===== src/rtl/slp_infer_seq.sv =====
// -----------------------------------------------------------------------------
// slp_infer_seq
//
// Sequential forward-pass (inference) engine for a single-layer perceptron.
// A request carries one input vector and its weight vector. Bias is the last
// weight entry. The engine walks all WEIGHT products through one shared
// multiply-accumulate. It then applies a step activation and presents the
// result through a valid/ready handshake. The infer output is the value the
// training path consumes as the inference result when it computes the error.
//
// Ports:
//   clk        clock
//   reset      synchronous active-high reset
//   in_valid   request valid
//   in_ready   engine idle and able to accept a request
//   in         IN x I_PREC input vector, in[0] in the least significant slot
//   weight     WEIGHT x W_PREC weights, weight[IN] is the bias
//   out_valid  result valid
//   out_ready  consumer accepts the result
//   infer      step activation: 1.0 in P format, or 0
//   sum        weighted sum rescaled to P format and saturated
//   ovf        sum was clamped (either sign)
//   busy       engine is not idle
// -----------------------------------------------------------------------------

package slp_infer_seq_pkg;

  typedef enum logic [1:0] {
    DT_INT  = 2'd0,
    DT_BOOL = 2'd1,
    DT_FXP  = 2'd2,
    DT_FP   = 2'd3
  } dtype_e;

  typedef struct packed {
    dtype_e dtype;
    int     prec;
    int     frac;
  } dconf_t;

endpackage

`ifndef DEF_DCONF
`define DEF_DCONF slp_infer_seq_pkg::dconf_t'{dtype: slp_infer_seq_pkg::DT_INT, prec: 8, frac: 0}
`endif

module slp_infer_seq
  import slp_infer_seq_pkg::*;
#(
  parameter int     IN     = 8,
  parameter dconf_t I_CONF = `DEF_DCONF,
  parameter dconf_t W_CONF = `DEF_DCONF,
  parameter dconf_t P_CONF = `DEF_DCONF,
  parameter int     I_PREC = I_CONF.prec,
  parameter int     W_PREC = W_CONF.prec,
  parameter int     P_PREC = P_CONF.prec,
  parameter int     WEIGHT = IN + 1,
  parameter int     ACC_W  = I_PREC + W_PREC + $clog2(WEIGHT) + 1
) (
  input  logic                          clk,
  input  logic                          reset,
  input  logic                          in_valid,
  output logic                          in_ready,
  input  logic [IN-1:0][I_PREC-1:0]     in,
  input  logic [WEIGHT-1:0][W_PREC-1:0] weight,
  output logic                          out_valid,
  input  logic                          out_ready,
  output logic [P_PREC-1:0]             infer,
  output logic [P_PREC-1:0]             sum,
  output logic                          ovf,
  output logic                          busy
);

  localparam int I_FRAC = I_CONF.frac;
  localparam int W_FRAC = W_CONF.frac;
  localparam int P_FRAC = P_CONF.frac;
  // Product scale is I_FRAC+W_FRAC; this many low bits are dropped to land in P format.
  localparam int SHIFT  = I_FRAC + W_FRAC - P_FRAC;
  localparam int IDX_W  = $clog2(WEIGHT + 1);

  // Operand that multiplies the bias weight: 1.0 in the input format.
  localparam logic [I_PREC-1:0] CONST1 = I_PREC'(1) << I_FRAC;
  localparam logic [P_PREC-1:0] P_ONE  = P_PREC'(1) << P_FRAC;

  // Saturation limits, both at accumulator width and at output width.
  localparam logic signed [ACC_W-1:0] ACC_MAX = {{(ACC_W-P_PREC+1){1'b0}}, {(P_PREC-1){1'b1}}};
  localparam logic signed [ACC_W-1:0] ACC_MIN = {{(ACC_W-P_PREC+1){1'b1}}, {(P_PREC-1){1'b0}}};
  localparam logic [P_PREC-1:0]       SUM_MAX = {1'b0, {(P_PREC-1){1'b1}}};
  localparam logic [P_PREC-1:0]       SUM_MIN = {1'b1, {(P_PREC-1){1'b0}}};

  // Configurations the datapath cannot honour are rejected at elaboration.
  if (I_CONF.dtype == DT_FP || W_CONF.dtype == DT_FP || P_CONF.dtype == DT_FP) begin : g_fp_check
    $error("slp_infer_seq: floating-point data type is not supported");
  end
  if (I_FRAC + W_FRAC < P_FRAC) begin : g_frac_check
    $error("slp_infer_seq: I_CONF.frac + W_CONF.frac must be >= P_CONF.frac");
  end
  if (ACC_W < P_PREC) begin : g_width_check
    $error("slp_infer_seq: accumulator narrower than output format");
  end

  typedef enum logic [1:0] {
    S_IDLE = 2'd0,
    S_MAC  = 2'd1,
    S_DONE = 2'd2
  } state_e;

  state_e                          state_q, state_d;
  logic [IDX_W-1:0]                idx_q, idx_d;
  logic signed [ACC_W-1:0]         acc_q, acc_d;
  logic [IN-1:0][I_PREC-1:0]       x_q, x_d;
  logic [WEIGHT-1:0][W_PREC-1:0]   w_q, w_d;
  logic [P_PREC-1:0]               infer_q, infer_d;
  logic [P_PREC-1:0]               sum_q, sum_d;
  logic                            ovf_q, ovf_d;

  logic [I_PREC-1:0]               x_op;
  logic [W_PREC-1:0]               w_op;
  logic signed [ACC_W-1:0]         x_ext;
  logic signed [ACC_W-1:0]         w_ext;
  logic signed [ACC_W-1:0]         prod;
  logic signed [ACC_W-1:0]         acc_sum;
  logic signed [ACC_W-1:0]         acc_shr;
  logic [P_PREC-1:0]               sum_sat;
  logic                            ovf_sat;

  // Shared MAC datapath: pick the operand pair for the current index and
  // extend both to full accumulator width so nothing is rounded before the
  // final rescale. Index IN selects the bias weight against CONST1. The
  // rescaled, clamped view of the running total is ready for the last step.
  always_comb begin
    x_op = CONST1;
    for (int i = 0; i < IN; i++) begin
      if (idx_q == IDX_W'(i)) begin
        x_op = x_q[i];
      end
    end
    w_op = '0;
    for (int i = 0; i < WEIGHT; i++) begin
      if (idx_q == IDX_W'(i)) begin
        w_op = w_q[i];
      end
    end
    x_ext   = {{(ACC_W-I_PREC){x_op[I_PREC-1]}}, x_op};
    w_ext   = {{(ACC_W-W_PREC){w_op[W_PREC-1]}}, w_op};
    prod    = x_ext * w_ext;
    acc_sum = acc_q + prod;
    acc_shr = acc_sum >>> SHIFT;
    ovf_sat = 1'b0;
    if (acc_shr > ACC_MAX) begin
      sum_sat = SUM_MAX;
      ovf_sat = 1'b1;
    end else if (acc_shr < ACC_MIN) begin
      sum_sat = SUM_MIN;
      ovf_sat = 1'b1;
    end else begin
      sum_sat = acc_shr[P_PREC-1:0];
    end
  end

  // Control: IDLE latches the request, MAC steps one product per cycle, and
  // DONE holds the registered result until the consumer takes it. Result
  // registers load only on the final MAC step, so they stay stable under
  // backpressure. The activation uses the unrescaled accumulator sign.
  always_comb begin
    state_d = state_q;
    idx_d   = idx_q;
    acc_d   = acc_q;
    x_d     = x_q;
    w_d     = w_q;
    infer_d = infer_q;
    sum_d   = sum_q;
    ovf_d   = ovf_q;
    case (state_q)
      S_IDLE: begin
        if (in_valid) begin
          x_d     = in;
          w_d     = weight;
          acc_d   = '0;
          idx_d   = '0;
          state_d = S_MAC;
        end
      end
      S_MAC: begin
        acc_d = acc_sum;
        idx_d = idx_q + IDX_W'(1);
        if (idx_q == IDX_W'(WEIGHT - 1)) begin
          state_d = S_DONE;
          infer_d = acc_sum[ACC_W-1] ? '0 : P_ONE;
          sum_d   = sum_sat;
          ovf_d   = ovf_sat;
        end
      end
      S_DONE: begin
        if (out_ready) begin
          state_d = S_IDLE;
        end
      end
      default: begin
        state_d = S_IDLE;
      end
    endcase
  end

  // State and datapath registers. Reset wins over any handshake in the same
  // cycle and drops an in-flight request without producing a result.
  always_ff @(posedge clk) begin
    if (reset) begin
      state_q <= S_IDLE;
      idx_q   <= '0;
      acc_q   <= '0;
      x_q     <= '0;
      w_q     <= '0;
      infer_q <= '0;
      sum_q   <= '0;
      ovf_q   <= 1'b0;
    end else begin
      state_q <= state_d;
      idx_q   <= idx_d;
      acc_q   <= acc_d;
      x_q     <= x_d;
      w_q     <= w_d;
      infer_q <= infer_d;
      sum_q   <= sum_d;
      ovf_q   <= ovf_d;
    end
  end

  assign in_ready  = (state_q == S_IDLE);
  assign out_valid = (state_q == S_DONE);
  assign busy      = (state_q != S_IDLE);
  assign infer     = infer_q;
  assign sum       = sum_q;
  assign ovf       = ovf_q;

endmodule


===== config.mk =====
export PLATFORM = sky130hd
export DESIGN_NAME = slp_infer_seq
export DESIGN_NICKNAME = d
export VERILOG_FILES = /design/src/rtl/slp_infer_seq.sv
export SDC_FILE = /design/constraint.sdc
export NUM_CORES = 1
export LEC_CHECK = 0
export CORE_MARGIN = 2
export CORE_UTILIZATION = 60
export CTS_CLUSTER_DIAMETER = 120
export CTS_CLUSTER_SIZE = 24
export DETAILED_ROUTE_END_ITERATION = 6
export HOLD_SLACK_MARGIN = 0.08
export PLACE_DENSITY = 0.95
export RECOVER_POWER = 50
export SYNTH_ARGS = -nofsm -noshare
export SYNTH_HDL_FRONTEND = slang
export SYNTH_SLANG_ARGS = --single-unit

===== constraint.sdc =====
create_clock -name clk -period 18.96 [get_ports clk]
set_input_delay 2.844 -clock clk [delete_from_list [all_inputs] [get_ports clk]]
set_output_delay 2.844 -clock clk [all_outputs]
set_load 0.005 [all_outputs]

Yosys cells after proc, flatten, opt, wreduce, memory -nomap -nowiden
Cells that the tools add are included.
{ "op_classes": {"mul": 1, "eq_ne": 13, "n_mux": 30, "magnitude_cmp": 2, "n_addsub": 2, "reduce_logical": 8} }
{ "ops": {"columns": ["operator", "n"], "rows": [
  ["8-bit 2-to-1 mux", 19],
  ["21-bit case mux with 2 select lines", 1],
  ["21-bit by 16-bit adder with 21-bit output", 1],
  ["21-bit by 8-bit > comparator with 1-bit output, second input constant", 1],
  ["21-bit by 8-bit < comparator with 1-bit output, second input constant", 1],
  ["21-bit 2-to-1 mux", 1],
  ["4-bit by 3-bit == test with 1-bit output, second input constant", 4],
  ["8-bit by 8-bit multiplier with 16-bit output", 1],
  ["4-bit by 2-bit == test with 1-bit output, second input constant", 2],
  ["4-bit case mux with 2 select lines", 1],
  ["2-bit 2-to-1 mux", 3],
  ["2-bit case mux with 3 select lines", 1],
  ["2-bit AND reduction", 3],
  ["4-bit by 1-bit adder with 4-bit output, second input constant", 1],
  ["4-bit by 1-bit == test with 1-bit output, second input constant", 1],
  ["4-bit == test, second input constant", 1],
  ["4-bit zero test", 1],
  ["4-bit 2-to-1 mux", 1],
  ["2-bit inequality test, second input constant", 2],
  ["2-bit nonzero test", 2],
  ["1-bit 2-to-1 mux", 3],
  ["3-bit AND reduction", 1],
  ["2-bit by 1-bit == test with 1-bit output, second input constant", 1],
  ["2-bit == test, second input constant", 1],
  ["2 further kinds", 2]
]} }
{ "totals": {"input_bits": 140, "elab_cells": 79, "regBits": 180, "out_inout_bits": 20} }

Longest topological paths before layout
{ "logic_depth": {"ltp_word": 15, "depth_mapped": 32, "ltp_nobuf": 29} }

Least setup slack after synthesis
Ideal clock, no wire load.
{ "synth_path": {"path_type": "flip-flop to flip-flop", "from": "register idx_q[0]", "to": "register ovf_q (netlist: ovf)", "t_required_ps": 18825, "path_slack_ps": 11236, "arrival_time_ps": 7589, "path_stages_with_launch": 30, "setup_ps": 135, "n_path_buf": 2, "period_less_slack_ps": 7724, "cell_sequence": "dfxtp_1 > inv_1 > ha_1 > clkbuf_1 > nor3b_2 > buf_2 > a221o_1 > o211ai_1 > nand3_1 > o211ai_1 > a31oi_1 > and2_1 > inv_1 > fa_1 > inv_1 > fa_1 > fa_1 > fa_1 > inv_1 > fa_1 > inv_1 > ha_1 > a21oi_1 > o211ai_2 > o2111a_2 > or3_1 > a2111oi_1 > nand4_1 > o21ai_2 > a211oi_1"} }
{ "synth_between": {"elab_chain_cells": 15, "elab_cells_between_ends": 33, "cone_classes": "add/sub: 1; mul: 1; order compare: 2; eq/ne: 8; mux: 19; reduce/logical: 2"} }
{ "synth_lines": {"columns": ["element", "line_no", "text"], "rows": [
  ["start, declared", "109", "logic [IDX_W-1:0] idx_q, idx_d;"],
  ["start signal, assigned", "219", "idx_q <= idx_d;"],
  ["4-bit zero test", "134, 140", null],
  ["8-bit 2-to-1 mux (9 in series)", "140", "if (idx_q == IDX_W'(i)) begin"],
  ["8-bit by 8-bit multiplier with 16-bit output", "146", "prod = x_ext * w_ext;"],
  ["21-bit by 16-bit adder with 21-bit output", "147", "acc_sum = acc_q + prod;"],
  ["21-bit by 8-bit < comparator with 1-bit output", "153", "end else if (acc_shr < ACC_MIN) begin"],
  ["1-bit 2-to-1 mux", "153", null],
  ["1-bit 2-to-1 mux", "150", "if (acc_shr > ACC_MAX) begin"],
  ["end signal, assigned", "225", "ovf_q <= ovf_d;"],
  ["end, declared", "115", "logic ovf_q, ovf_d;"]
]} }
Several ways; a longest one is shown, not always the timed one.
A chain may end at the register's enable or synchronous reset.

Final worst setup path
{ "layout_path": {"from": "register idx_q[2]", "to": "register sum_q[4] (netlist: sum[4])"} }
{ "layout_between": {"elab_chain_cells": 15, "elab_cells_between_ends": 33, "cone_classes": "add/sub: 1; mul: 1; order compare: 2; eq/ne: 8; mux: 19; reduce/logical: 2"} }
{ "layout_lines": {"columns": ["element", "line_no", "text"], "rows": [
  ["4-bit zero test", "134, 140", null],
  ["8-bit 2-to-1 mux (9 in series)", "140", null],
  ["8-bit by 8-bit multiplier with 16-bit output", "146", null],
  ["21-bit by 16-bit adder with 21-bit output", "147", null],
  ["21-bit by 8-bit < comparator with 1-bit output", "153", null],
  ["8-bit 2-to-1 mux", "153", null],
  ["8-bit 2-to-1 mux", "150", null],
  ["end signal, assigned", "224", "sum_q <= sum_d;"],
  ["end, declared", "114", "logic [P_PREC-1:0] sum_q, sum_d;"]
]} }
Several ways; a longest one is shown, not always the timed one.

==> flow_summary_export.csv <==
group,metric,value,unit
hold_path,hp-class,"register to register",
timing,fin_skew,0.00933,ns
layout,layout-drive-gt1-share,4.28,%
placed_design,placedInstanceArea,0.0127,mm²
drt,post_drt_wl_per_cell,19.5,µm
critical_path,r2r_slack,8.65,ns
drt,antenna_left,0,
critical_path,r2r_end,"sum[4]",
floorplan,die_h,141,µm
layout,fin_cells,1707,
floorplan,dieArea,0.0198,mm²
floorplan,floorplan.initialDensity,60.6,%
logic_synthesis,synth.cells.most_frequent,"315 x nand2_1, 173 x dfxtp_1, 171 x a21oi_1",
timing,finalCriticalPeriod,10.31,ns
logic_synthesis,synth_top_flop_cell,"dfxtp_1",
critical_path,crit_type,"register to register",
logic_synthesis,synthArstFlopShare,0,%
critical_path,critPathLaunch,"idx_q[2]",
layout,final_nets,1744,
cts,ctsResizeCount,0,
critical_path,end_kind,"register",
floorplan,rows,50,
global_route,grt_max_degree,103,
floorplan,pin_count,160,
cts,cts_tree,"yes",
critical_path,cp.required,19.27,ns
drt,drc,8,
critical_path,crit_buf_inv,4,
critical_path,cp_data_arrival_time,10.62,ns
cts,cts-root-buf,"clkbuf_16",
global_route,antenna_found_initial,0,
logic_synthesis,syn_inst,1368,
logic_synthesis,synth.area.top_cells,"dfxtp_1 31%, fa_1 17%, nand2_1 11%, a21oi_1 7.6%, ha_1 5.7%",
global_route,grt_use_total,33.4,%
floorplan,core_area,0.0185,mm²
placed_design,pre_cts_slack,9.35,ns
timing,slew-limit-headroom,-179,%
logic_synthesis,yosysMostFrequentCell,"nand2_1",
logic_synthesis,synth_top_area_share,30.9,%
critical_path,critPathSlowestCell,"nor2b_1",
cts,cts-buffers-inserted,17,
placed_design,place_inst,1675,
cts,clock_path_buffers,2,
timing,setup_slack,8.65,ns
drt,routed_wl,33200,µm
timing,slew_viol_final,176,
critical_path,r2r_cells,25,
logic_synthesis,synth_warnings,0,
timing,max_freq,97.0,MHz
critical_path,crit_top_cell,"fa_1",
critical_path,cp.depth,25,
layout,area_delta_synth_final,18.4,%
cts,htreeDepth,4,
critical_path,crit_fanout,20,
cts,ctsHoldBuffers,0,
placed_design,port_buffers,152,
placed_design,hpwl,23300,µm
power_and_ir_drop,powerDensity,81.8,mW/mm²
critical_path,start_kind,"register",
logic_synthesis,synth_seq_cells,173,
power_and_ir_drop,p_leak,5.58,nW
timing,hold_viol,0,
global_route,grt_pass1_vias,10300,
timing,setup_viol_count_final,0,
cts,path_clk_slew,0.07,ns
run_status,outcome,"finished with violations",
cts,cts.sinks,173,
global_route,grt_overflow,0,
placed_design,place.gp.congestion,0.913,
logic_synthesis,synth-edff-count,0,
floorplan,die_w,141,µm
run_status,failed_checks,"design-rule violations, max-capacitance violations, max-slew violations",
global_route,grt_first_pass_wirelength,52300,µm
timing,tightestPinTransition,4.19,ns
drt,dr.pass1.iters,7,
critical_path,r2r_start,"idx_q[2]",
logic_synthesis,syn_area,0.0112,mm²
cts,clkLatencyLatePin,0.45,ns
logic_synthesis,synth_cell_type_count,70,
job,maxCapViolCount,2,
logic_synthesis,yosys.area.top_type,"dfxtp_1",
timing,fin_setup_tns,0,ns
layout,n_antenna_cell,0,
logic_synthesis,ys_seq_area_share,30.9,%
drt,via_per_inst,6.19,
power_and_ir_drop,ir_drop,0.0000604,V
critical_path,crit_end,"sum[4]",
logic_synthesis,synth.avg_cell_area,8.20,µm²
critical_path,slowest_delay,1.09,ns
cts,post_cts_buffers,0,
timing,rsz0062_at_grt,"no",
hold_path,holdCritStartpoint,"x_q[19]",
layout,fin_area,0.0133,mm²
drt,drt_iter0_drc,1302,
critical_path,path_delay_family,"simple AND/OR/NAND/NOR gates",
drt,vias,10600,
timing,finalCritPeriodShare,54.4,%
kinds of logic (layout without fill, tap and decap cells):
| family | after synthesis | in the layout | share of synthesized area [%] |
|---|---|---|---|
| adders and majority gates | 144 | 144 | 22.3 |
| and+or+nand+nor | 514 | 514 | 19.9 |
| buffers and inverters | 192 | 291 | 6.92 |
| AOI/OAI and AO/OA | 324 | 324 | 18.4 |
| xor gates and xnor gates | 18 | 18 | 1.41 |
| DFF | 173 | 173 | 30.9 |
| other | 1 | 7 | 0.0334 |
| muxes | 2 | 2 | 0.178 |
through the flow:
| stage | hold slack, ns | utilization [%] | power, mW |
|---|---|---|---|
| floorplan | 0.433 | - | 0.637 |
| global placement | 0.441 | 68.6 | 0.720 |
| detailed placement | 0.446 | 68.6 | 0.732 |
| CTS | 0.457 | 71.8 | 1.08 |
| global route | 0.472 | 71.7 | 1.13 |
| finish | 0.456 | 71.7 | 1.09 |
worst register-to-register path, cell delays in order (launching register included):
cell and delay [ns]:
dfxtp_1 0.56, nor2b_1 1.09, and2_0 0.95, a22oi_1 0.28, nand3_1 0.16, o211ai_1 0.13, a31oi_1 0.55, and2_1 0.83
inv_1 0.13, fa_1 0.52, inv_1 0.06, fa_1 0.53, fa_1 0.44, fa_1 0.55, inv_1 0.06, fa_1 0.53
inv_1 0.04, ha_1 0.23, a21oi_1 0.26, o211ai_2 0.15, o2111a_2 0.33, o21ai_0 0.35, o311ai_1 0.19, nor4_2 0.66
o21ai_0 0.27, a211oi_1 0.34
registers in the layout, summed over array words and instances (netlist names):
register,cells
acc_q,21
idx_q,4
infer,1
ovf,1
state_q,2
sum,8
w_q,72
x_q,64
worst min path at each step:
stage,to,slack (ns),depth (start not counted)
CTS,x_q[19],0.46,2
global placement,w_q[8],0.44,2
floorplan,w_q[49],0.43,2
detailed placement,x_q[10],0.45,2
global route,x_q[34],0.47,2
finish,x_q[19],0.46,2
area by class of cell:
cell class / instances / area (µm²)
clock buffer: 17 / 425
clock inverter: 15 / 153
fill: 1197 / 5240
inverter: 100 / 375
multi-input combinational: 1009 / 7010
sequential: 173 / 3460
tap: 234 / 293
timing repair buffer: 159 / 1560
cell usage in the layout (no fill, tap or decap), drive strengths merged, types with 3 or more instances in the layout:
cell type / Yosys / layout
nand2: 315 / 315
dfxtp: 173 / 173
a21oi: 172 / 172
clkdlybuf4s50: 0 / 138
inv: 100 / 107
fa: 93 / 93
nor2: 74 / 74
nand3: 58 / 58
ha: 51 / 51
o211ai: 37 / 37
o21ai: 23 / 23
clkbuf: 72 / 19
a22oi: 17 / 17
a221o: 16 / 16
nand2b: 15 / 15
a211oi: 15 / 15
xnor2: 13 / 13
dlygate4sd3: 0 / 13
o21a: 10 / 10
and2: 10 / 10
nor2b: 9 / 9
nor3: 9 / 9
a221oi: 8 / 8
conb: 1 / 7
a31oi: 6 / 6
buf: 20 / 6
xor2: 5 / 5
nor4: 5 / 5
clkinv: 0 / 5
nand4: 4 / 4
o2111a: 4 / 4
nor3b: 4 / 4
clkinvlp: 0 / 3
o311ai: 3 / 3
or3: 3 / 3
power breakdown:
part / total [mW] / internal [mW] / switching (mW)
combinational: 0.338 / 0.140 / 0.198
sequential: 0.402 / 0.386 / 0.0159
clock: 0.347 / 0.175 / 0.172
metal layers:
metal,share of wire [%],GRT usage [%],routed length [µm],vias to the layer above
met5,0,0,0,-
met4,5.9,17.9,1970,0
met3,9.0,6.11,2990,178
met2,48,54.6,15900,687
met1,37,42.4,12400,4945
li1,-,-,-,4754
(Power assumes the default switching activity.)
